[src/rtl/uart_tx_fifo.sv]
// uart_tx_fifo: DEPTH-byte circular FIFO (wr_en/wr_data in; full/empty/count/overflow status) feeding a UART via data_out/tx_start with a tx_busy handshake
module uart_tx_fifo #(
  parameter int DEPTH = 16,
  parameter int AW = 4
) (
  input  logic          clk,
  input  logic          reset,
  input  logic          wr_en,
  input  logic [7:0]    wr_data,
  input  logic          tx_busy,
  output logic          tx_start,
  output logic [7:0]    data_out,
  output logic          full,
  output logic          empty,
  output logic [AW:0]   count,
  output logic          overflow
);
  typedef enum logic [1:0] {IDLE, LOAD, REQ, WAIT} state_t;
  state_t state_q, state_d;
  logic [7:0] mem [DEPTH];
  logic [AW-1:0] wptr_q, wptr_d, rptr_q, rptr_d;
  logic [AW:0] count_q, count_d;
  logic [7:0] data_q;
  logic tx_start_q, ovf_q, wr_ok, pop;
  assign full = count_q == (AW+1)'(DEPTH);
  assign empty = count_q == '0;
  assign count = count_q;
  assign tx_start = tx_start_q;
  assign data_out = data_q;
  assign overflow = ovf_q;
  assign wr_ok = wr_en && !full;
  assign pop = state_q == IDLE && !empty && !tx_busy;
  always_comb begin
    wptr_d = wptr_q + AW'(wr_ok);
    rptr_d = rptr_q + AW'(pop);
    count_d = count_q + (AW+1)'(wr_ok) - (AW+1)'(pop);
    state_d = state_q;
    unique case (state_q)
      IDLE: state_d = pop ? LOAD : IDLE;
      LOAD: state_d = REQ;
      REQ:  state_d = tx_busy ? WAIT : REQ;
      WAIT: state_d = tx_busy ? WAIT : IDLE;
    endcase
  end
  always_ff @(posedge clk)
    if (wr_ok && !reset) mem[wptr_q] <= wr_data;
  always_ff @(posedge clk) begin
    if (reset) begin
      state_q <= IDLE;
      wptr_q <= '0;
      rptr_q <= '0;
      count_q <= '0;
      data_q <= '0;
      tx_start_q <= 1'b0;
      ovf_q <= 1'b0;
    end else begin
      state_q <= state_d;
      wptr_q <= wptr_d;
      rptr_q <= rptr_d;
      count_q <= count_d;
      tx_start_q <= state_d == REQ;
      ovf_q <= wr_en && full;
      if (pop) data_q <= mem[rptr_q];
    end
  end
endmodule

[config.mk]
export PLATFORM = sky130hd
export DESIGN_NAME = uart_tx_fifo
export DESIGN_NICKNAME = d
export VERILOG_FILES = /design/src/rtl/uart_tx_fifo.sv
export SDC_FILE = /design/constraint.sdc
export NUM_CORES = 1
export LEC_CHECK = 0
export ABC_AREA = 1
export CORE_MARGIN = 4
export CORE_UTILIZATION = 25
export CTS_CLUSTER_SIZE = 28
export DETAILED_ROUTE_END_ITERATION = 12
export GPL_ROUTABILITY_DRIVEN = 0
export HOLD_SLACK_MARGIN = 0.05
export SLEW_MARGIN = 20
export SYNTH_ARGS = -nofsm -noshare
export SYNTH_HDL_FRONTEND = slang
export SYNTH_SLANG_ARGS = --single-unit
export TNS_END_PERCENT = 30
[constraint.sdc]
create_clock -name clk -period 4.3 [get_ports clk]
set_input_delay 0.645 -clock clk [delete_from_list [all_inputs] [get_ports clk]]
set_output_delay 0.645 -clock clk [all_outputs]
set_load 0.05 [all_outputs]
# After elaboration in Yosys (flattened, before gate mapping)
# Memories as Yosys holds them, arrays and structs flattened. A register that Yosys moved wholly into a read port is not among the register bits.
# Cells that the tools add are included.
[totals] regBits=17 mem_bits_rw=128 in_bits=12 out_inout_bits=17 word_cells=33 n_memories=1
[op_classes] add_sub_neg=4 n_eq_ne=5 muxes=6 n_reduce_logical=11
[memory_table] name="mem" depth=16 width=8 rd=1 rd_clocked_by_memory_dff=1 write_ports=1 line_no="20" rtl="logic [7:0] mem [DEPTH];"
[ops] operator="4-bit by 1-bit adder with 4-bit output" count=2
[ops] operator="2-bit case mux with 4 select lines" count=1
[ops] operator="2-bit == test, second input constant" count=3
[ops] operator="5-bit by 1-bit adder with 5-bit output" count=1
[ops] operator="5-bit == test, second input constant" count=1
[ops] operator="1-bit logical AND" count=5
[ops] operator="5-bit zero test" count=1
[ops] operator="5-bit by 1-bit subtractor with 5-bit output" count=1
[ops] operator="1-bit zero test" count=4
[ops] operator="1-bit 2-to-1 mux" count=4
[ops] operator="2-bit by 1-bit == test with 1-bit output, second input constant" count=1
[ops] operator="2-bit zero test" count=1
[ops] operator="2-bit 2-to-1 mux" count=1

# Logic depth before layout (Yosys ltp)
# Gate-level depths: netlist of run 1.
[logic_depth] depth_word=7 depth_mapped=13 mapped_depth_nobuf=13

# Least setup slack after synthesis of run 1
# OpenSTA, ideal clock, no wires.
[synth_timing] kind="register to register" start="register count_q[2] (netlist: count[2])" end="register count_q[4] (netlist: count[4])" setup_ns=0.070 t_arrival_ns=2.784 required_ns=4.230 path_slack_ns=1.447 path_stages_with_launch=14 path_buffers=0 synth_period_minus_slack_ns=2.853 cell_sequence="dfxtp_1 > inv_1 > ha_1 > nand4_1 > nand4_2 > inv_2 > ha_1 > inv_1 > ha_1 > inv_1 > fa_1 > o31ai_1 > o21ai_0 > a21oi_1"
[synth_via] elab_chain_len=5 elab_cells_between_ends=9 classes_between="add/sub: 2; eq/ne: 1; reduce/logical: 6"
[synth_lines] element="start: declaration" line_no="22" rtl="logic [AW:0] count_q, count_d;"
[synth_lines] element="start signal: assignment" line_no="60" rtl="count_q <= count_d;"
[synth_lines] element="5-bit zero test" line_no="26" rtl="assign empty = count_q == '0;"
[synth_lines] element="1-bit zero test" line_no="32" rtl="assign pop = state_q == IDLE && !empty && !tx_busy;"
[synth_lines] element="1-bit logical AND (2 in series)" line_no="32"
[synth_lines] element="named net pop" line_no="24" rtl="logic tx_start_q, ovf_q, wr_ok, pop;"
[synth_lines] element="5-bit by 1-bit subtractor with 5-bit output" line_no="36" rtl="count_d = count_q + (AW+1)'(wr_ok) - (AW+1)'(pop);"
# The timed path passes the listed nets, and every way through them passes these cells.
# A chain may end at the register's enable or synchronous reset.

# Worst setup path after layout of run 1
# Same ends and word-level chain as after synthesis.

==> results of run 1 <==
[layer usage]
layer | up-vias | part of all wire (%)
li1 | 2196 | -
met1 | 2049 | 47
met2 | 113 | 46
met3 | 12 | 5.1
met4 | 0 | 1.5
met5 | - | 0
[registers in the layout, indices dropped and copies added (netlist names)]
signal / count
wptr_q: 4
tx_start: 1
mem: 128
data_out: 8
overflow: 1
state_q: 2
rptr_q: 4
count: 5
[placed cells by master (no fill, tap or decap)]
cell	n
xnor2_1	2
clkinv_4	4
nand2_1	208
edfxtp_1	128
clkinvlp_4	2
o31ai_1	1
nor3_1	1
clkdlybuf4s50_1	28
xor2_1	2
nand4_1	2
dfxtp_2	1
dfxtp_1	24
o21ai_0	5
clkinv_1	3
nand3_1	95
bufinv_16	3
and2_1	1
ha_1	10
a21oi_1	16
nand4_2	1
inv_6	2
inv_1	109
clkbuf_16	17
fa_1	1
clkinv_2	2
buf_4	4
inv_2	3
nor2_1	27
[worst reg2reg max path: cells and delay by family (launching register included)]
kind | cells | cell delay (ns)
adders and majority gates | 4 | 1.01
AOI/OAI and AO/OA | 3 | 0.54
buffers and inverters | 4 | 0.43
DFF | 1 | 0.36
and+or+nand+nor | 2 | 0.38
[synthesized netlist by cell type]
library cell,instances,share of area (%)
inv_2,3,0.17
nand4_1,2,0.19
edfxtp_1,128,58
a21oi_1,16,1.2
inv_1,109,6.2
o21ai_0,5,0.38
buf_4,4,0.45
nor3_1,1,0.076
buf_6,4,0.68
clkbuf_1,2,0.11
and2_1,1,0.095
dfxtp_1,25,7.6
nand2_1,208,12
nand4_2,1,0.19
nor2_1,27,1.5
xnor2_1,2,0.26
o31ai_1,1,0.11
clkinv_1,1,0.057
ha_1,10,1.9
fa_1,1,0.30
buf_2,16,1.2
nand3_1,95,7.2
xor2_1,2,0.26
[report_power, final]
| part | total [W] | internal [W] | leakage (nW) | switching (W) |
|---|---|---|---|---|
| Combinational | 0.00134 | 0.000394 | 1.53 | 0.000948 |
| Sequential | 0.00176 | 0.00170 | 1.36 | 0.0000631 |
| Clock | 0.00149 | 0.000911 | 0.289 | 0.000583 |
[logic make-up (layout without fill, tap and decap cells)]
kind of cell / Yosys count / after routing
buffers and inverters: 139 / 177
XOR/XNOR: 4 / 4
AND/OR/NAND/NOR: 335 / 335
AO/OA/AOI/OAI: 22 / 22
adder cells (fa/ha/maj): 11 / 11
flip-flops: 153 / 153
[final timing paths]
| kind | startpoint | endpoint | slack [ns] | cells after the start |
|---|---|---|---|---|
| setup / recovery | count[2] | count[4] | 1.51 | 13 |
| hold / removal | data_out[5] | data_out[5] | 0.54 | 4 |
| setup reg to reg | count[2] | count[4] | 1.51 | 13 |
| hold reg to reg | data_out[5] | data_out[5] | 0.54 | 4 |
[through the flow]
step	std cells	setup WS (ns)	hold slack, ns
floorplan	664	1.45	0.490
global placement	1005	1.15	0.527
detailed placement	1005	1.12	0.540
CTS	1037	1.50	0.549
global route	1037	1.23	0.595
finish	1037	1.51	0.543
[cell type report]
type                       count  area [um2]
fill                        2618       18300
inverter                     113         424
timing repair buffer          32         310
tap                          335         419
clock buffer                  17         425
multi-input combinational    372        1690
clock inverter                15         175
sequential                   153        4350
==> metrics.md, run 1 <==
| Metric | Value |
|---|---|
| Final-report setup violation count | 0 |
| Actual slew at the worst max-slew pin | 1.03 ns |
| Status | complete, no violations |
| CP cell instances | inv_1 > ha_1 > nand4_1 > nand4_2 > inv_2 > ha_1 > inv_1 > ha_1 > inv_1 > fa_1 > o31ai_1 > o21ai_0 > a21oi_1 |
| Power, Total | 0.00460 W |
| Clk_skew | 0.0173 ns |
| Static leakage | 3.18 nW |
| I/O pin count | 29 |
| DRT Pass-1 Iters | 5 |
| Synthesized area per cell | 9.97 um2 |
| Clock tree buffer depth | 2 |
| Register area share after synthesis | 65.6% |
| F_max | 0.358 GHz |
| Worst-Skew Late Latency | 0.43 ns |
| Tot GR Track Use | 10.7% |
| XOR/XNOR Fraction of Synth Area | 0.529% |
| Peak supply drop | 0.253 mV |
| Number of global-route vias before repair | 4225 |
| Num rows | 59 |
| Inserted Clock Buffers | 17 |
| PD cells | 590 nW/um2 |
| Post_cts resized | 0 |
| Via count | 4370 |
| First-pass GRT wire length | 23.5 mm |
| H-Tree Depth | 4 |
| Crit path buf inv count | 4 |
| Slew Limit Fails | 0 |
| Yosys cell types | 23 |
| Number of max-cap violations | 0 |
| CORE AREA | 26100 um2 |
| Slew HR | 30.9% |
| Synth Area in Adders | 2.19% |
| Slowest stage delay, CP | 0.39 ns |
| N_diodes | 0 |
| Worst-path clk slew | 0.06 ns |
| Worst-path maximum fanout | 10 |
| Cell count after synthesis | 664 |
| Critical Path AT | 3.16 ns |
| Initial antenna violation count | 0 |
| Nets | 712 |
| Setup TNS | 0 ns |
| P&R area growth vs syn | 17.7% |
| Yosys warnings | 0 |
| Critical path class | register to register |
| Clk root buf | clkbuf_16 |
| Post-CTS setup buffer count | 0 |
| Critical Path RT | 4.66 ns |
| Grt ovf | 0 |
| Main combinational cell family by area after synthesis | simple AND/OR/NAND/NOR gates |
| Hold Crit Class | register to register |
| RSZ-0062 raised after global routing | false |
| Area post-placement | 7190 um2 |
| Met1 Use GR | 14.8% |
| Die X-Extent | 171 um |
| Met2 usage | 16.7% |
| PortBufs | 28 |
| Compound-Gate Fraction of Synth Area | 1.70% |
| DR WL/cell | 14.6 um |
| GRT busiest layer | met2 |
| Global Route met3 Usage | 2.54% |
| Final hold vios | 0 |
| Initial core utilization | 25.4% |
| Post-DRT Antenna Nets | 0 |
| Final instance area | 7790 um2 |
| Die Ht | 171 um |
| Seq cells post-synth | 153 |
| DRT iter0 DRCs | 394 |
| Critical Path Start Type | register |
| DRC | 0 |
| Slowest CP cell | fa_1 |
| DP HPWL | 9.85 mm |
| Post-synthesis mux area share | 0% |
| Final WL | 15.1 mm |
| CP delay by family, top | adder cells |
| Clk sink count | 153 |
| Post-synthesis simple-gate area fraction | 21.1% |
| Util after Layout | 29.9% |
| Netlist Area Pre-Place | 6620 um2 |
| Pin count of the biggest net entering global routing | 65 |
| Share of cells above drive strength 1 | 5.56% |
| Min Tclk post-route | 2.79 ns |
| Crit. End Element | register |
| CTS Hold Buffers Added | 0 |
| CTS tree | done |
| Final period utilization | 64.9% |
| Die area | 29100 um2 |
| Syn nets | 687 |
| Via/cell ratio | 4.21 |
Note: power is estimated with default switching activity, not from simulation.
==> run 2, diff against run 1 <==
==> constraint.sdc (replaced) <==
create_clock -name clk -period 2.7 [get_ports clk]
set_input_delay 0.405 -clock clk [delete_from_list [all_inputs] [get_ports clk]]
set_output_delay 0.405 -clock clk [all_outputs]
set_load 0.05 [all_outputs]
==> metrics.md, run 2 (same netlist as run 1, synthesis figures left out) <==
| Metric | Value |
|---|---|
| Status | complete, no violations (unchanged) |
| Grt ovf | 0 (unchanged) |
| CTS Hold Buffers Added | 0 (unchanged) |
| Crit. End Element | register (unchanged) |
| H-Tree Depth | 4 (unchanged) |
| Actual slew at the worst max-slew pin | 0.787 ns (was 1.03 ns) |
| Largest register FFs | 128 (unchanged) |
| RSZ-0062 raised after global routing | false (unchanged) |
| Share of cells above drive strength 1 | 7.75% (was 5.56%) |
| F_max | 0.405 GHz (was 0.358 GHz) |
| Most common cell after layout, fill and taps aside | nand2_1 (unchanged) |
| Die area | 29100 um2 (unchanged) |
| Worst-Skew Late Latency | 0.41 ns (was 0.43 ns) |
| PD cells | 900 nW/um2 (was 590 nW/um2) |
| P&R area growth vs syn | 19.2% (was 17.7%) |
| Clk root buf | clkbuf_16 (unchanged) |
| Number of global-route vias before repair | 4166 (was 4225) |
| Nets | 733 (was 712) |
| Final hold vios | 0 (unchanged) |
| DRT iter0 DRCs | 300 (was 394) |
| Pin count of the biggest net entering global routing | 66 (was 65) |
| Clk sink count | 153 (unchanged) |
| Post-DRT Antenna Nets | 0 (unchanged) |
| Hold Crit Class | register to register (unchanged) |
| Critical Path RT | 3.04 ns (was 4.66 ns) |
| Slew Limit Fails | 0 (unchanged) |
| Top reg by flops | mem (unchanged) |
| Setup ws final | 0.229 ns (was 1.51 ns) |
| Post_cts resized | 0 (unchanged) |
| Storage element area | 4350 um2 (about the same) |
| Peak supply drop | 0.474 mV (was 0.253 mV) |
| Tot GR Track Use | 10.5% (was 10.7%) |
| CP delay by family, top | adder cells (unchanged) |
| Initial core utilization | 25.4% (unchanged) |
| Critical Path Start Type | register (unchanged) |
| DRC | 0 (unchanged) |
| Die X-Extent | 171 um (unchanged) |
| Slowest CP cell | fa_1 (unchanged) |
| Slew HR | 47.4% (was 30.9%) |
| Final WL | 14.8 mm (was 15.1 mm) |
| Die Ht | 171 um (unchanged) |
| Setup TNS | 0 ns (unchanged) |
| Clock tree buffer depth | 2 (unchanged) |
| Critical Path AT | 2.82 ns (was 3.16 ns) |
| Via/cell ratio | 4.17 (was 4.21) |
| Static leakage | 3.26 nW (was 3.18 nW) |
| CTS tree | done (unchanged) |
| DR WL/cell | 14.0 um (was 14.6 um) |
| I/O pin count | 29 (unchanged) |
| Fill count | 2653 (was 2618) |
| Area of the multi-input gates | 1690 um2 (unchanged) |
| PortBufs | 28 (unchanged) |
| N_diodes | 0 (unchanged) |
| Inserted Clock Buffers | 17 (unchanged) |
| First-pass GRT wire length | 23.4 mm (was 23.5 mm) |
| DRT Pass-1 Iters | 5 (unchanged) |
| Initial antenna violation count | 0 (unchanged) |
| DP HPWL | 9.36 mm (was 9.85 mm) |
| Worst-path clk slew | 0.06 ns (about the same) |
| Worst-path maximum fanout | 3 (was 10) |
| CP cell instances | inv_1 > ha_1 > nand4_1 > nand4_2 > inv_2 > ha_1 > inv_1 > ha_1 > inv_1 > fa_1 > o31ai_1 > o21ai_0 > a21oi_1 (unchanged) |
| Slowest stage delay, CP | 0.41 ns (was 0.39 ns) |
| Number of max-cap violations | 0 (unchanged) |
| Critical path class | register to register (unchanged) |
| Most frequent cells in the layout | nand2_1, edfxtp_1, inv_1 (unchanged) |
| Pre-CTS setup slack | 0.0778 ns (was 1.12 ns) |
| Post-CTS setup buffer count | 0 (unchanged) |
| Min Tclk post-route | 2.47 ns (was 2.79 ns) |
| Crit path buf inv count | 4 (unchanged) |
| Num rows | 59 (unchanged) |
| Final period utilization | 91.5% (was 64.9%) |
| Final-report setup violation count | 0 (unchanged) |
| Via count | 4408 (was 4370) |
| Clk_skew | 0.00810 ns (was 0.0173 ns) |
| CORE AREA | 26100 um2 (unchanged) |
## run 2: cell types whose count changed in the layout (fill, tap and decap cells not counted), moves of 3 or more
cell,previous run,this run
buf_4,4,23
clkinv_1,3,8
clkinv_4,4,0
dfxtp_1,24,21
dfxtp_2,1,4
## run 2: worst min-delay path, cell delays in order (launching register included)
cell and delay, ns:
dfxtp_1 0.32, inv_1 0.10, a21oi_1 0.07
## run 2: cell type report
type,count,share of cell area [%]
Sequential cell,153,55.1
Multi-Input combinational cell,372,21.4
Timing Repair Buffer,53,6.25
Clock buffer,19,5.49
Inverter,113,5.37
Tap cell,335,5.31
Clock inverter,13,1.09
## run 2: report_power, final
part           switching, W  internal [W]
Sequential        0.0000846       0.00271
Clock              0.000862       0.00124
Combinational       0.00151      0.000699
Total               0.00246       0.00464
## run 2: path summary, 6_finish.rpt
check / startpoint / end / slack, ns / cells after the start
hold / removal: wptr_q[3] / wptr_q[3] / 0.54 / 2
setup / recovery: count[3] / count[4] / 0.23 / 13
hold reg to reg: wptr_q[3] / wptr_q[3] / 0.54 / 2
setup reg to reg: count[3] / count[4] / 0.23 / 13
## run 2: through the flow
| step | instances | total power, W | utilization (%) | hold WS [ns] | instance area (um2) |
|---|---|---|---|---|---|
| 2_1_floorplan | 664 | 0.00440 | - | 0.490 | 6620 |
| 3_3_place_gp | 1026 | 0.00505 | 28.3 | 0.515 | 7370 |
| 3_5_place_dp | 1026 | 0.00507 | 28.3 | 0.521 | 7370 |
| 4_1_cts | 1058 | 0.00717 | 30.3 | 0.534 | 7890 |
| 5_1_grt | 1058 | 0.00752 | 30.3 | 0.565 | 7890 |
| 6_report | 1058 | 0.00710 | 30.3 | 0.535 | 7890 |
## run 2: layer usage
metal / up-vias / share of wire (%) / routed length [um] / global-route usage (%)
li1: 2227 / - / - / -
met1: 2067 / 48 / 7060 / 14.6
met2: 98 / 46 / 6810 / 16.4
met3: 16 / 4.5 / 662 / 2.43
met4: 0 / 1.6 / 240 / 3.33
met5: - / 0 / 0 / 0
==> run 3, diff against run 2 <==
--- a/config.mk
+++ b/config.mk
@@ -6,12 +6,15 @@
 export NUM_CORES = 1
 export LEC_CHECK = 0
 export ABC_AREA = 1
+export CELL_PAD_IN_SITES_DETAIL_PLACEMENT = 0
+export CELL_PAD_IN_SITES_GLOBAL_PLACEMENT = 1
 export CORE_MARGIN = 4
 export CORE_UTILIZATION = 25
 export CTS_CLUSTER_SIZE = 28
 export DETAILED_ROUTE_END_ITERATION = 12
 export GPL_ROUTABILITY_DRIVEN = 0
-export HOLD_SLACK_MARGIN = 0.05
+export HOLD_SLACK_MARGIN = 0.06
+export PLACE_DENSITY_LB_ADDON = 0.1
 export SLEW_MARGIN = 20
 export SYNTH_ARGS = -nofsm -noshare
 export SYNTH_HDL_FRONTEND = slang
==> metrics.md, run 3 (same netlist as run 1, synthesis figures left out) <==
| Metric | Value |
|---|---|
| Status | complete, no violations (unchanged) |
| Final Non-Filler Cells | 1058 (unchanged) |
| DRC | 0 (unchanged) |
| CORE AREA | 26100 um2 (unchanged) |
| Initial core utilization | 25.4% (unchanged) |
| RSZ-0062 raised after global routing | false (unchanged) |
| Largest register FFs | 128 (unchanged) |
| Worst-path clk slew | 0.06 ns (about the same) |
| Critical Path RT | 2.30 ns (was 3.04 ns) |
| Inserted Clock Buffers | 17 (unchanged) |
| Post-DRT Antenna Nets | 0 (unchanged) |
| I/O pin count | 29 (unchanged) |
| Crit. End Element | output port (was register) |
| H-Tree Depth | 4 (unchanged) |
| Via/cell ratio | 4.09 (was 4.17) |
| Clock tree buffer depth | 2 (unchanged) |
| Final hold vios | 0 (unchanged) |
| Clk sink count | 153 (unchanged) |
| CTS Hold Buffers Added | 0 (unchanged) |
| Most common cell after layout, fill and taps aside | nand2_1 (unchanged) |
| Worst-Skew Late Latency | 0.41 ns (about the same) |
| Tot GR Track Use | 12.7% (was 10.5%) |
| Initial antenna violation count | 1 (was 0) |
| Slew Limit Fails | 0 (unchanged) |
| First-pass GRT wire length | 27.3 mm (was 23.4 mm) |
| Die area | 29100 um2 (unchanged) |
| Worst-path maximum fanout | 3 (unchanged) |
| Final WL | 17.6 mm (was 14.8 mm) |
| Setup TNS | 0 ns (unchanged) |
| Critical Path Start Type | register (unchanged) |
| Slew HR | 46.6% (was 47.4%) |
| Die X-Extent | 171 um (unchanged) |
| Fill count | 2700 (was 2653) |
| PortBufs | 28 (unchanged) |
| Die Ht | 171 um (unchanged) |
| N_diodes | 0 (unchanged) |
| Num rows | 59 (unchanged) |
| Number of max-cap violations | 0 (unchanged) |
| Most frequent cells in the layout | nand2_1, edfxtp_1, inv_1 (unchanged) |
| Critical path class | register to output port (was register to register) |
| Actual slew at the worst max-slew pin | 0.798 ns (was 0.787 ns) |
| DRT Pass-1 Iters | 4 (was 5) |
| Peak supply drop | 0.372 mV (was 0.474 mV) |
| F_max | 0.411 GHz (was 0.405 GHz) |
| Final-report setup violation count | 0 (unchanged) |
| Number of global-route vias before repair | 4309 (was 4166) |
| Clk_skew | 0.00769 ns (was 0.00810 ns) |
| Final period utilization | 90.1% (was 91.5%) |
| Share of cells above drive strength 1 | 8.71% (was 7.75%) |
| PD cells | 945 nW/um2 (was 900 nW/um2) |
| Top reg by flops | mem (unchanged) |
| Fin Hold WS | 0.541 ns (was 0.535 ns) |
| DRT iter0 DRCs | 260 (was 300) |
| CTS tree | done (unchanged) |
| Grt ovf | 0 (unchanged) |
| Nets | 733 (unchanged) |
| Critical Path AT | 2.03 ns (was 2.82 ns) |
| Power, Total | 0.00754 W (was 0.00710 W) |
| Min Tclk post-route | 2.43 ns (was 2.47 ns) |
| Pin count of the biggest net entering global routing | 65 (was 66) |
| Hold Crit Class | register to register (unchanged) |
| Static leakage | 3.30 nW (was 3.26 nW) |
| Cells after DPL | 1026 (unchanged) |
| Via count | 4322 (was 4408) |
| P&R area growth vs syn | 20.5% (was 19.2%) |
| DP HPWL | 10.9 mm (was 9.36 mm) |
| DR WL/cell | 16.6 um (was 14.0 um) |
| Clk root buf | clkbuf_16 (unchanged) |
run 3: path summary, 6_finish.rpt:
| check | endpoint | cells past startpoint | startpoint | slack (ns) |
|---|---|---|---|---|
| worst max-delay path | empty | 5 | count[2] | 0.27 |
| worst min-delay path | data_out[2] | 4 | data_out[2] | 0.54 |
| worst max register to register | count[4] | 13 | count[2] | 0.31 |
| worst min register to register | data_out[2] | 4 | data_out[2] | 0.54 |
run 3: cell type report:
cell class | count | area, um2 | area share, %
clock buffer | 19 | 433 | 5.43
clock inverter | 13 | 176 | 2.21
inverter | 113 | 424 | 5.32
multi-input combinational | 372 | 1690 | 21.2
sequential | 153 | 4350 | 54.5
tap | 335 | 419 | 5.26
timing repair buffer | 53 | 480 | 6.03
run 3: stage by stage:
stage	utilization [%]	setup WS (ns)	cell area (um2)
3_3_place_gp	28.2	0.0615	7360
6_report	30.6	0.268	7970
2_1_floorplan	-	0.0319	6620
4_1_cts	30.6	0.216	7970
5_1_grt	30.6	0.0848	7970
3_5_place_dp	28.2	0.0796	7360
run 3: repair_timing:
item,in CTS,in global routing
buffers inserted,0,0
endpoints found under the setup margin,0,1
hold endpoints to repair,0,0
gates resized for setup,0,1
run 3: report_power, final:
part | internal (W) | switching (W)
combinational | 0.000687 | 0.00153
clock | 0.00154 | 0.000946
sequential | 0.00271 | 0.000127
total | 0.00493 | 0.00260
run 3: worst max-delay path, cell delays in order, from the launching register on:
cell and delay [ns]:
dfxtp_2 0.33, inv_1 0.07, ha_1 0.17, nand4_1 0.16, inv_1 0.09, clkdlybuf4s50_1 0.79
run 3: metal layers:
layer | global-route usage [%] | routed length (um) | vias up
met2 | 20.9 | 8730 | 42
li1 | - | - | 2227
met1 | 17.0 | 8350 | 2047
met4 | 3.30 | 116 | 0
met3 | 2.91 | 363 | 6
met5 | 0 | 0 | -
